<file path="config.mk">
export PLATFORM = sky130hd
export DESIGN_NAME = score_accumulator
export DESIGN_NICKNAME = d
export VERILOG_FILES = /design/src/rtl/score_accumulator.sv
export SDC_FILE = /design/constraint.sdc
export NUM_CORES = 1
export LEC_CHECK = 0
export CAP_MARGIN = 20
export CORE_ASPECT_RATIO = 0.9
export CORE_UTILIZATION = 51
export CTS_CLUSTER_SIZE = 20
export DETAILED_ROUTE_END_ITERATION = 6
export PLACE_DENSITY = 0.76
export SLEW_MARGIN = 20
export SYNTH_ARGS = -nofsm -noshare
export SYNTH_HDL_FRONTEND = slang
export SYNTH_SLANG_ARGS = --single-unit
</file>
<file path="constraint.sdc">
create_clock -name clk -period 3.61 [get_ports clk]
set_clock_uncertainty 0.05 [all_clocks]
set_input_delay 0.9025 -clock clk [delete_from_list [all_inputs] [get_ports clk]]
set_output_delay 0.9025 -clock clk [all_outputs]
set_load 0.02 [all_outputs]
</file>
<file path="src/rtl/score_accumulator.sv">
// 4-digit BCD score register: adds or subtracts a single BCD digit one
// digit per clock, saturating at 9999 / clamping at 0000, committed atomically.
module score_accumulator (
    input  logic        clk,
    input  logic        rst,
    input  logic        clr,
    input  logic        req,
    input  logic        op,
    input  logic [3:0]  delta,
    output logic        busy,
    output logic        done,
    output logic        sat,
    output logic [15:0] score
);

    typedef enum logic [1:0] {
        IDLE,
        DIG,
        COMMIT
    } state_t;

    state_t          state;
    logic [1:0]      idx;
    logic            op_r;
    logic [3:0]      delta_r;
    logic [3:0][3:0] work;
    logic            c;

    logic [3:0] operand;
    logic [3:0] dig_cur;
    logic [3:0] dig_next;
    logic       c_next;
    logic [4:0] t;

    // One BCD digit step; t[4] flags a negative difference on subtract.
    always_comb begin
        operand  = (idx == 2'd0) ? delta_r : 4'd0;
        dig_cur  = work[idx];
        t        = '0;
        dig_next = '0;
        c_next   = 1'b0;
        if (!op_r) begin
            t = {1'b0, dig_cur} + {1'b0, operand} + {4'd0, c};
            if (t > 5'd9) begin
                dig_next = 4'(t - 5'd10);
                c_next   = 1'b1;
            end else begin
                dig_next = t[3:0];
            end
        end else begin
            t = {1'b0, dig_cur} - {1'b0, operand} - {4'd0, c};
            if (t[4]) begin
                dig_next = 4'(t + 5'd10);
                c_next   = 1'b1;
            end else begin
                dig_next = t[3:0];
            end
        end
    end

    always_ff @(posedge clk) begin
        if (rst) begin
            state   <= IDLE;
            idx     <= '0;
            op_r    <= 1'b0;
            delta_r <= '0;
            work    <= '0;
            c       <= 1'b0;
            busy    <= 1'b0;
            done    <= 1'b0;
            sat     <= 1'b0;
            score   <= '0;
        end else begin
            done <= 1'b0;
            sat  <= 1'b0;
            if (clr) begin
                // Clear wins in every state; an in-flight event is dropped silently.
                score <= '0;
                state <= IDLE;
                busy  <= 1'b0;
            end else begin
                case (state)
                    IDLE: begin
                        if (req) begin
                            op_r    <= op;
                            delta_r <= (delta > 4'd9) ? 4'd9 : delta;
                            work    <= score;
                            c       <= 1'b0;
                            idx     <= '0;
                            busy    <= 1'b1;
                            state   <= DIG;
                        end
                    end
                    DIG: begin
                        work[idx] <= dig_next;
                        c         <= c_next;
                        if (idx == 2'd3) begin
                            state <= COMMIT;
                        end else begin
                            idx <= idx + 2'd1;
                        end
                    end
                    COMMIT: begin
                        if (c) begin
                            score <= op_r ? 16'h0000 : 16'h9999;
                            sat   <= 1'b1;
                        end else begin
                            score <= work;
                        end
                        done  <= 1'b1;
                        busy  <= 1'b0;
                        state <= IDLE;
                    end
                    default: begin
                        busy  <= 1'b0;
                        state <= IDLE;
                    end
                endcase
            end
        end
    end

endmodule

</file>
==> summary.md, run 1 <==
| Metric | Value |
|---|---|
| Outcome | `complete, no violations` |
| Cell with the largest stage delay on the worst path | `sky130_fd_sc_hd__fa_1` |
| Total Neg Setup Slack | `0 ps` |
| Share of flip-flops with an asynchronous set or reset | `0%` |
| Type of the worst min-delay path | `reg2reg` |
| Family of cells with the greatest summed delay on the critical path | `adder cells` |
| Worst slack, placed | `3.21 ps` |
| Transition at the pin with the smallest max-transition slack | `723 ps` |
| Area share of the largest cell type after synthesis | `32.8%` |
| Worst Path Buf+Inv | `5` |
| Average routed wire per standard cell | `16.9 um` |
| DRC viols | `0` |
| Cell accounting for the most synthesized area | `sky130_fd_sc_hd__dfxtp_1` |
| Dominant cell by count in the synthesized netlist | `sky130_fd_sc_hd__dfxtp_1` |
| Area of the mapped netlist | `2750 um2` |
| Gr usage total | `27.3%` |
| Slowest cell delay on critical path | `550 ps` |
| Cells after Synth | `328` |
| Worst endpoint required time | `3790 ps` |
| Total number of clock tree sinks | `45` |
| List of cells traversed by the critical path | `buf_4, inv_1, ha_2, nand2_1, inv_1, fa_2, fa_1, inv_1, ha_4, nand2b_1, a21boi_1, o311ai_2, buf_4, nand3_2, o22ai_1` |
| Dpl hpwl | `5130 um` |
| Final non-filler cell area | `3240 um2` |
| Top area cells in the synthesized netlist | `sky130_fd_sc_hd__dfxtp_1, sky130_fd_sc_hd__a21oi_1, sky130_fd_sc_hd__ha_1, sky130_fd_sc_hd__nand2_1, sky130_fd_sc_hd__nor2_1` |
| Vias | `2589` |
| Relative max-transition margin | `51.8%` |
| Crit path kind | `reg2reg` |
| Final wirelength | `7050 um` |
| Prevailing post-synth register cell | `sky130_fd_sc_hd__dfxtp_1` |
| Cell occurring most often along the worst timing path | `sky130_fd_sc_hd__inv_1` |
| Switching power | `306 uW` |
| Worst Slack Setup Final | `133 ps` |
| Wire length of the first global-routing pass | `11900 um` |
| Placed inst area | `3080 um2` |
| Detailed route wirelength on metal2 | `3080 um` |
| Largest net degree at the start of global routing | `22` |
| Final core utilization | `64.5%` |
| Width of the die | `79.4 um` |
| Worst IR Drop VDD | `195 uV` |
| Cell at the root of the clock tree | `sky130_fd_sc_hd__clkbuf_8` |
| Via density per instance | `6.19` |
| Floorplan row count | `24` |
| Drt initial violations | `273` |
| First-pass DRT Iterations | `6` |
| Max Clk Rate | `288 MHz` |
| Hold-fix buffer count after cts | `0` |
| List of most frequent post-synthesis cells | `sky130_fd_sc_hd__dfxtp_1, sky130_fd_sc_hd__a21oi_1, sky130_fd_sc_hd__nand2_1, sky130_fd_sc_hd__nor2_1, sky130_fd_sc_hd__clkbuf_1` |
| Total length of routed met3 wires | `507 um` |
| GRT Residual Overflow | `0` |
| Final Hold Vio Count | `0` |
| Effective utilization at floorplan | `54.8%` |
| Antenna violation net count after detailed routing | `0` |
| Final Critical Period | `3480 ps` |
| Max-cap violations | `0` |
| Full die area | `5690 um2` |
| Nature of the critical path endpoint | `flip-flop` |
| Number of fill cells | `412` |
| Synth unique cells | `57` |
| Maximum clock path buffer count | `2` |
| N_diodes | `0` |
| Overall die height | `71.7 um` |
| Fraction of power consumed by the clock network | `35.7%` |
| Met1 wire length | `3310 um` |
| CTS tree | `built` |
| Top-level port count | `28` |
| Number of levels in the clock H-tree | `2` |
| Period utilisation layout | `96.3%` |
| Yosys warns | `0` |
| Proportion of power drawn by combinational gates | `18.3%` |
| Final weighted congestion of routability-driven global placement | `0.890` |
| Pwr dens | `348 nW/um2` |
| Number of flops mapped to enable cells by yosys | `0` |
| Critical path startpoint category | `flip-flop` |
| Sequential share of power | `46.0%` |
| Uppermost layer routed | `met4` |
| Area overhead of the layout relative to synthesis | `17.7%` |
| Leakage Power | `0.00118 uW` |
| Overall power consumption | `1130 uW` |
| Internal power of the cells | `820 uW` |
| Core area | `5010 um2` |
| CP Data Arrival Time | `3660 ps` |
| RSZ-0062 raised after global routing | `false` |
| Number of clock buffers inserted by TritonCTS | `5` |
| Clock insertion delay at the later pin of the skew report | `310 ps` |
| Clock-pin slew on the worst setup and hold paths | `80 ps` |
| Share of post-route cells with drive strength above 1 | `9.92%` |
| Syn nets | `354` |
| Sw Ratio | `27.2%` |
| Max-slew violations | `0` |
| Via count of the first global-routing pass | `2409` |
| Flip-flop and latch count after synthesis | `45` |
| Input/output buffers | `27` |
| Initial antenna violation count | `0` |
| Largest driver fanout on the critical path | `5` |
| Sequential fraction of the synthesis area | `32.8%` |
| Finish-stage setup viols | `0` |
| Synthesized area per cell | `8.38 um2` |
| Final nets | `378` |
area by class of cell:
cell class | count | area (um2) | share of cell area (%)
tap | 65 | 81.3 | 2.51
clock buffer | 7 | 86.3 | 2.67
clock inverter | 1 | 30.0 | 0.928
inverter | 13 | 48.8 | 1.51
multi-input combinational | 251 | 1750 | 54.1
sequential | 45 | 902 | 27.9
timing repair buffer | 36 | 338 | 10.4
metrics by stage:
stage               hold slack [ps]  std cells
finish                          418        418
global route                    450        418
CTS                             419        417
detailed placement              407        409
global placement                396        409
floorplan                       377        328
cell families (layout without fill, tap and decap cells):
| kind of cell | after synthesis | after routing | share of synthesized area [%] |
|---|---|---|---|
| xor gates and xnor gates | 4 | 4 | 2.09 |
| buffers and inverters | 32 | 57 | 4.82 |
| and+or+nand+nor | 128 | 128 | 23.1 |
| AOI/OAI and AO/OA | 97 | 97 | 24.3 |
| DFF | 45 | 45 | 32.8 |
| muxes | 5 | 5 | 4.05 |
| adders and majority gates | 17 | 17 | 8.83 |
repair_timing:
item,CTS,global route
setup endpoints to repair,1,12
buffers inserted,0,1
gates resized for setup,1,9
pin swaps,2,3
cell usage in the layout (no fill, tap or decap), types with 3 or more instances in the layout:
cell type	n
sky130_fd_sc_hd__a211o_1	3
sky130_fd_sc_hd__a21o_1	3
sky130_fd_sc_hd__a21oi_1	36
sky130_fd_sc_hd__a311oi_1	4
sky130_fd_sc_hd__a31oi_1	8
sky130_fd_sc_hd__and2_1	3
sky130_fd_sc_hd__and3_1	9
sky130_fd_sc_hd__buf_4	9
sky130_fd_sc_hd__clkbuf_8	6
sky130_fd_sc_hd__clkdlybuf4s50_1	27
sky130_fd_sc_hd__dfxtp_1	44
sky130_fd_sc_hd__fa_2	3
sky130_fd_sc_hd__ha_1	11
sky130_fd_sc_hd__inv_1	11
sky130_fd_sc_hd__nand2_1	33
sky130_fd_sc_hd__nand2b_1	11
sky130_fd_sc_hd__nand3_1	9
sky130_fd_sc_hd__nand3b_1	3
sky130_fd_sc_hd__nand4_1	3
sky130_fd_sc_hd__nor2_1	33
sky130_fd_sc_hd__nor2b_1	7
sky130_fd_sc_hd__nor3_1	5
sky130_fd_sc_hd__nor3b_1	4
sky130_fd_sc_hd__o2111ai_1	4
sky130_fd_sc_hd__o211ai_1	10
sky130_fd_sc_hd__o21ai_1	3
sky130_fd_sc_hd__o22ai_1	6
power by group through the flow:
| stage | Combinational (uW) | Clock, uW | Sequential, uW |
|---|---|---|---|
| after floorplan | 148 | 0 | 524 |
| after global placement | 191 | 0 | 529 |
| after detailed placement | 194 | 0 | 528 |
| after CTS | 196 | 406 | 517 |
| after global routing | 226 | 429 | 519 |
| final | 206 | 402 | 518 |
final timing paths:
path | end | slack, ps | startpoint | cells after the start
setup / recovery | work[6]$_SDFFE_PP0P_ | 130 | idx[0]$_SDFFE_PP0P_ | 15
hold / removal | delta_r[2]$_SDFFE_PP0P_ | 420 | delta_r[2]$_SDFFE_PP0P_ | 2
setup reg to reg | work[6]$_SDFFE_PP0P_ | 130 | idx[0]$_SDFFE_PP0P_ | 15
hold reg to reg | delta_r[2]$_SDFFE_PP0P_ | 420 | delta_r[2]$_SDFFE_PP0P_ | 2
state kept, by name, indices dropped and copies added (netlist names):
signal   count
score       16
work        16
delta_r      4
idx          2
state        2
busy         1
c            1
done         1
op_r         1
sat          1
routing by layer:
metal	vias up	GRT usage, %
met5	-	0
met4	0	9.09
met3	23	8.28
met2	108	42.0
met1	1216	36.6
li1	1242	-
worst register-to-register path, cell delays in order, from the launching register on:
cell and delay [ps]:
sky130_fd_sc_hd__dfxtp_2 370, sky130_fd_sc_hd__buf_4 150, sky130_fd_sc_hd__inv_1 80, sky130_fd_sc_hd__ha_2 210
sky130_fd_sc_hd__nand2_1 130, sky130_fd_sc_hd__inv_1 80, sky130_fd_sc_hd__fa_2 400, sky130_fd_sc_hd__fa_1 550
sky130_fd_sc_hd__inv_1 120, sky130_fd_sc_hd__ha_4 190, sky130_fd_sc_hd__nand2b_1 160, sky130_fd_sc_hd__a21boi_1 130
sky130_fd_sc_hd__o311ai_2 310, sky130_fd_sc_hd__buf_4 180, sky130_fd_sc_hd__nand3_2 110, sky130_fd_sc_hd__o22ai_1 180
Power figures use the tool's default switching activity.
==> inputs of run 2 (changes only) <==
- CTS_CLUSTER_SIZE: 20 -> default
==> results of run 2 <==
Final layout, timing and power as in run 1 (identical DEF).
==> inputs of run 3 (changes only) <==
- CELL_PAD_IN_SITES_DETAIL_PLACEMENT: default -> 1
- CELL_PAD_IN_SITES_GLOBAL_PLACEMENT: default -> 2
- CORE_MARGIN: default -> 4
- CORE_UTILIZATION: 51 -> 31
==> summary.md, run 3 (synthesis gave the netlist of run 1 again) <==
| Metric | Value |
|---|---|
| Area overhead of the layout relative to synthesis | `21.7%` |
| Cell at the root of the clock tree | `sky130_fd_sc_hd__clkbuf_8` |
| Leakage Power | `0.00119 uW` |
| Floorplan row count | `32` |
| Average routed wire per standard cell | `18.0 um` |
| Initial antenna violation count | `0` |
| Hold-fix buffer count after cts | `0` |
| Sw Ratio | `28.7%` |
| Input/output buffers | `27` |
| Relative max-transition margin | `47.8%` |
| Finish-stage setup viols | `0` |
| Transition at the pin with the smallest max-transition slack | `784 ps` |
| Total Neg Setup Slack | `0 ps` |
| DRC viols | `0` |
| Via count of the first global-routing pass | `2566` |
| Via density per instance | `5.32` |
| Core area | `8610 um2` |
| CP Data Arrival Time | `3660 ps` |
| Registers with the highest flip-flop counts | `score: 16 flops, work: 16 flops, delta_r: 4 flops` |
| Maximum clock path buffer count | `2` |
| RSZ-0062 raised after global routing | `true` |
| Crit path kind | `reg2reg` |
| Full die area | `10400 um2` |
| Dpl hpwl | `6320 um` |
| Pwr dens | `339 nW/um2` |
| Nature of the critical path endpoint | `flip-flop` |
| Final Critical Period | `3490 ps` |
| Outcome | `complete, no violations` |
| Worst IR Drop VDD | `187 uV` |
| N_diodes | `0` |
| Drt initial violations | `118` |
| Final Hold Vio Count | `0` |
| Overall die height | `97.4 um` |
| Max Clk Rate | `286 MHz` |
| Antenna violation net count after detailed routing | `0` |
| Effective utilization at floorplan | `31.9%` |
| Vias | `2532` |
| Proportion of power drawn by combinational gates | `19.6%` |
| Clock insertion delay at the later pin of the skew report | `310 ps` |
| Fraction of power consumed by the clock network | `34.8%` |
| Switching power | `326 uW` |
| Final weighted congestion of routability-driven global placement | `0.783` |
| Highest-count cells in the layout ignoring fill and taps | `sky130_fd_sc_hd__dfxtp_1, sky130_fd_sc_hd__a21oi_1, sky130_fd_sc_hd__nor2_1, sky130_fd_sc_hd__nand2_1, sky130_fd_sc_hd__clkdlybuf4s50_1` |
| Gr usage total | `16.4%` |
| CTS tree | `built` |
| Width of the die | `107 um` |
| Largest net degree at the start of global routing | `22` |
| Leading cell type in the layout, fill and taps excluded | `sky130_fd_sc_hd__dfxtp_1` |
| Period utilisation layout | `96.7%` |
| Final wirelength | `8560 um` |
| Worst endpoint required time | `3780 ps` |
| Final nets | `382` |
| Critical path startpoint category | `flip-flop` |
| Share of post-route cells with drive strength above 1 | `12.6%` |
| First-pass DRT Iterations | `4` |
| Top-level port count | `28` |
| Largest driver fanout on the critical path | `6` |
| Type of the worst min-delay path | `reg2reg` |
| Sequential share of power | `45.6%` |
| Clock-pin slew on the worst setup and hold paths | `100 ps` |
| Max-cap violations | `0` |
| GRT Residual Overflow | `0` |
| Total number of clock tree sinks | `45` |
| Final core utilization | `38.9%` |
| Max-slew violations | `0` |
| Number of clock buffers inserted by TritonCTS | `5` |
| Internal power of the cells | `808 uW` |
| Wire length of the first global-routing pass | `13800 um` |
| Number of levels in the clock H-tree | `2` |
-- run 3: cell types whose count changed in the layout (fill, tap and decap cells not counted), sizes merged --
cell,delta
clkinvlp,+1
buf,+4
clkinv,+1
clkbuf,-2
-- run 3: stage by stage --
stage / cells / hold slack [ps] / instance area [um2] / power [uW] / worst slack (ps)
after global routing: 476 / 435 / 3350 / 1180 / -31.1
after global placement: 466 / 393 / 3170 / 726 / 150
after floorplan: 328 / 377 / 2750 / 672 / 159
after detailed placement: 466 / 404 / 3170 / 732 / 48.8
final: 476 / 412 / 3350 / 1130 / 119
after CTS: 474 / 417 / 3290 / 1130 / 19.2
-- run 3: worst paths after layout --
path                      startpoint                       to  slack [ps]  cells past startpoint
max              idx[0]$_SDFFE_PP0P_    work[15]$_SDFFE_PP0P_         120                     14
min          delta_r[3]$_SDFFE_PP0P_  delta_r[3]$_SDFFE_PP0P_         410                      2
max reg2reg      idx[0]$_SDFFE_PP0P_    work[15]$_SDFFE_PP0P_         120                     14
min reg2reg  delta_r[3]$_SDFFE_PP0P_  delta_r[3]$_SDFFE_PP0P_         410                      2
-- run 3: timing repair --
action	in CTS	in global routing
gates resized for setup	2	12
endpoints found under the setup margin	1	12
pin swaps	0	4
setup buffers	0	2
endpoints found under the hold margin	0	0
-- run 3: per-layer routing --
layer / part of all wire (%) / wire [um] / GRT usage, %
met4: 0.62 / 53 / 3.15
met3: 4.3 / 367 / 2.46
met5: 0 / 0 / 0
met2: 46 / 3920 / 24.7
met1: 49 / 4230 / 24.9
-- run 3: layout make-up --
| cell class | instances | area [um2] |
|---|---|---|
| inverter | 13 | 48.8 |
| clock buffer | 5 | 68.8 |
| fill | 1015 | 5260 |
| tap | 119 | 149 |
| multi-input combinational | 251 | 1760 |
| sequential | 45 | 902 |
| timing repair buffer | 40 | 368 |
| clock inverter | 3 | 46.3 |
-- run 3: power by group through the flow --
stage	Sequential, uW	Combinational [uW]	Clock, uW
2_1_floorplan	524	148	0
3_3_place_gp	528	198	0
3_5_place_dp	528	204	0
4_1_cts	517	206	404
5_1_grt	519	244	422
6_report	517	222	395
-- run 3: worst max-delay path: stages (launching register included) --
cell and delay, ps:
sky130_fd_sc_hd__dfxtp_2 340, sky130_fd_sc_hd__buf_4 160, sky130_fd_sc_hd__inv_1 120, sky130_fd_sc_hd__ha_2 220, sky130_fd_sc_hd__nand2_2 80, sky130_fd_sc_hd__fa_1 440
sky130_fd_sc_hd__fa_2 400, sky130_fd_sc_hd__xor2_2 180, sky130_fd_sc_hd__ha_1 260, sky130_fd_sc_hd__or3b_1 360, sky130_fd_sc_hd__nand3_1 150, sky130_fd_sc_hd__a22oi_4 70
sky130_fd_sc_hd__xnor2_2 210, sky130_fd_sc_hd__o2111ai_1 150, sky130_fd_sc_hd__a211oi_2 220
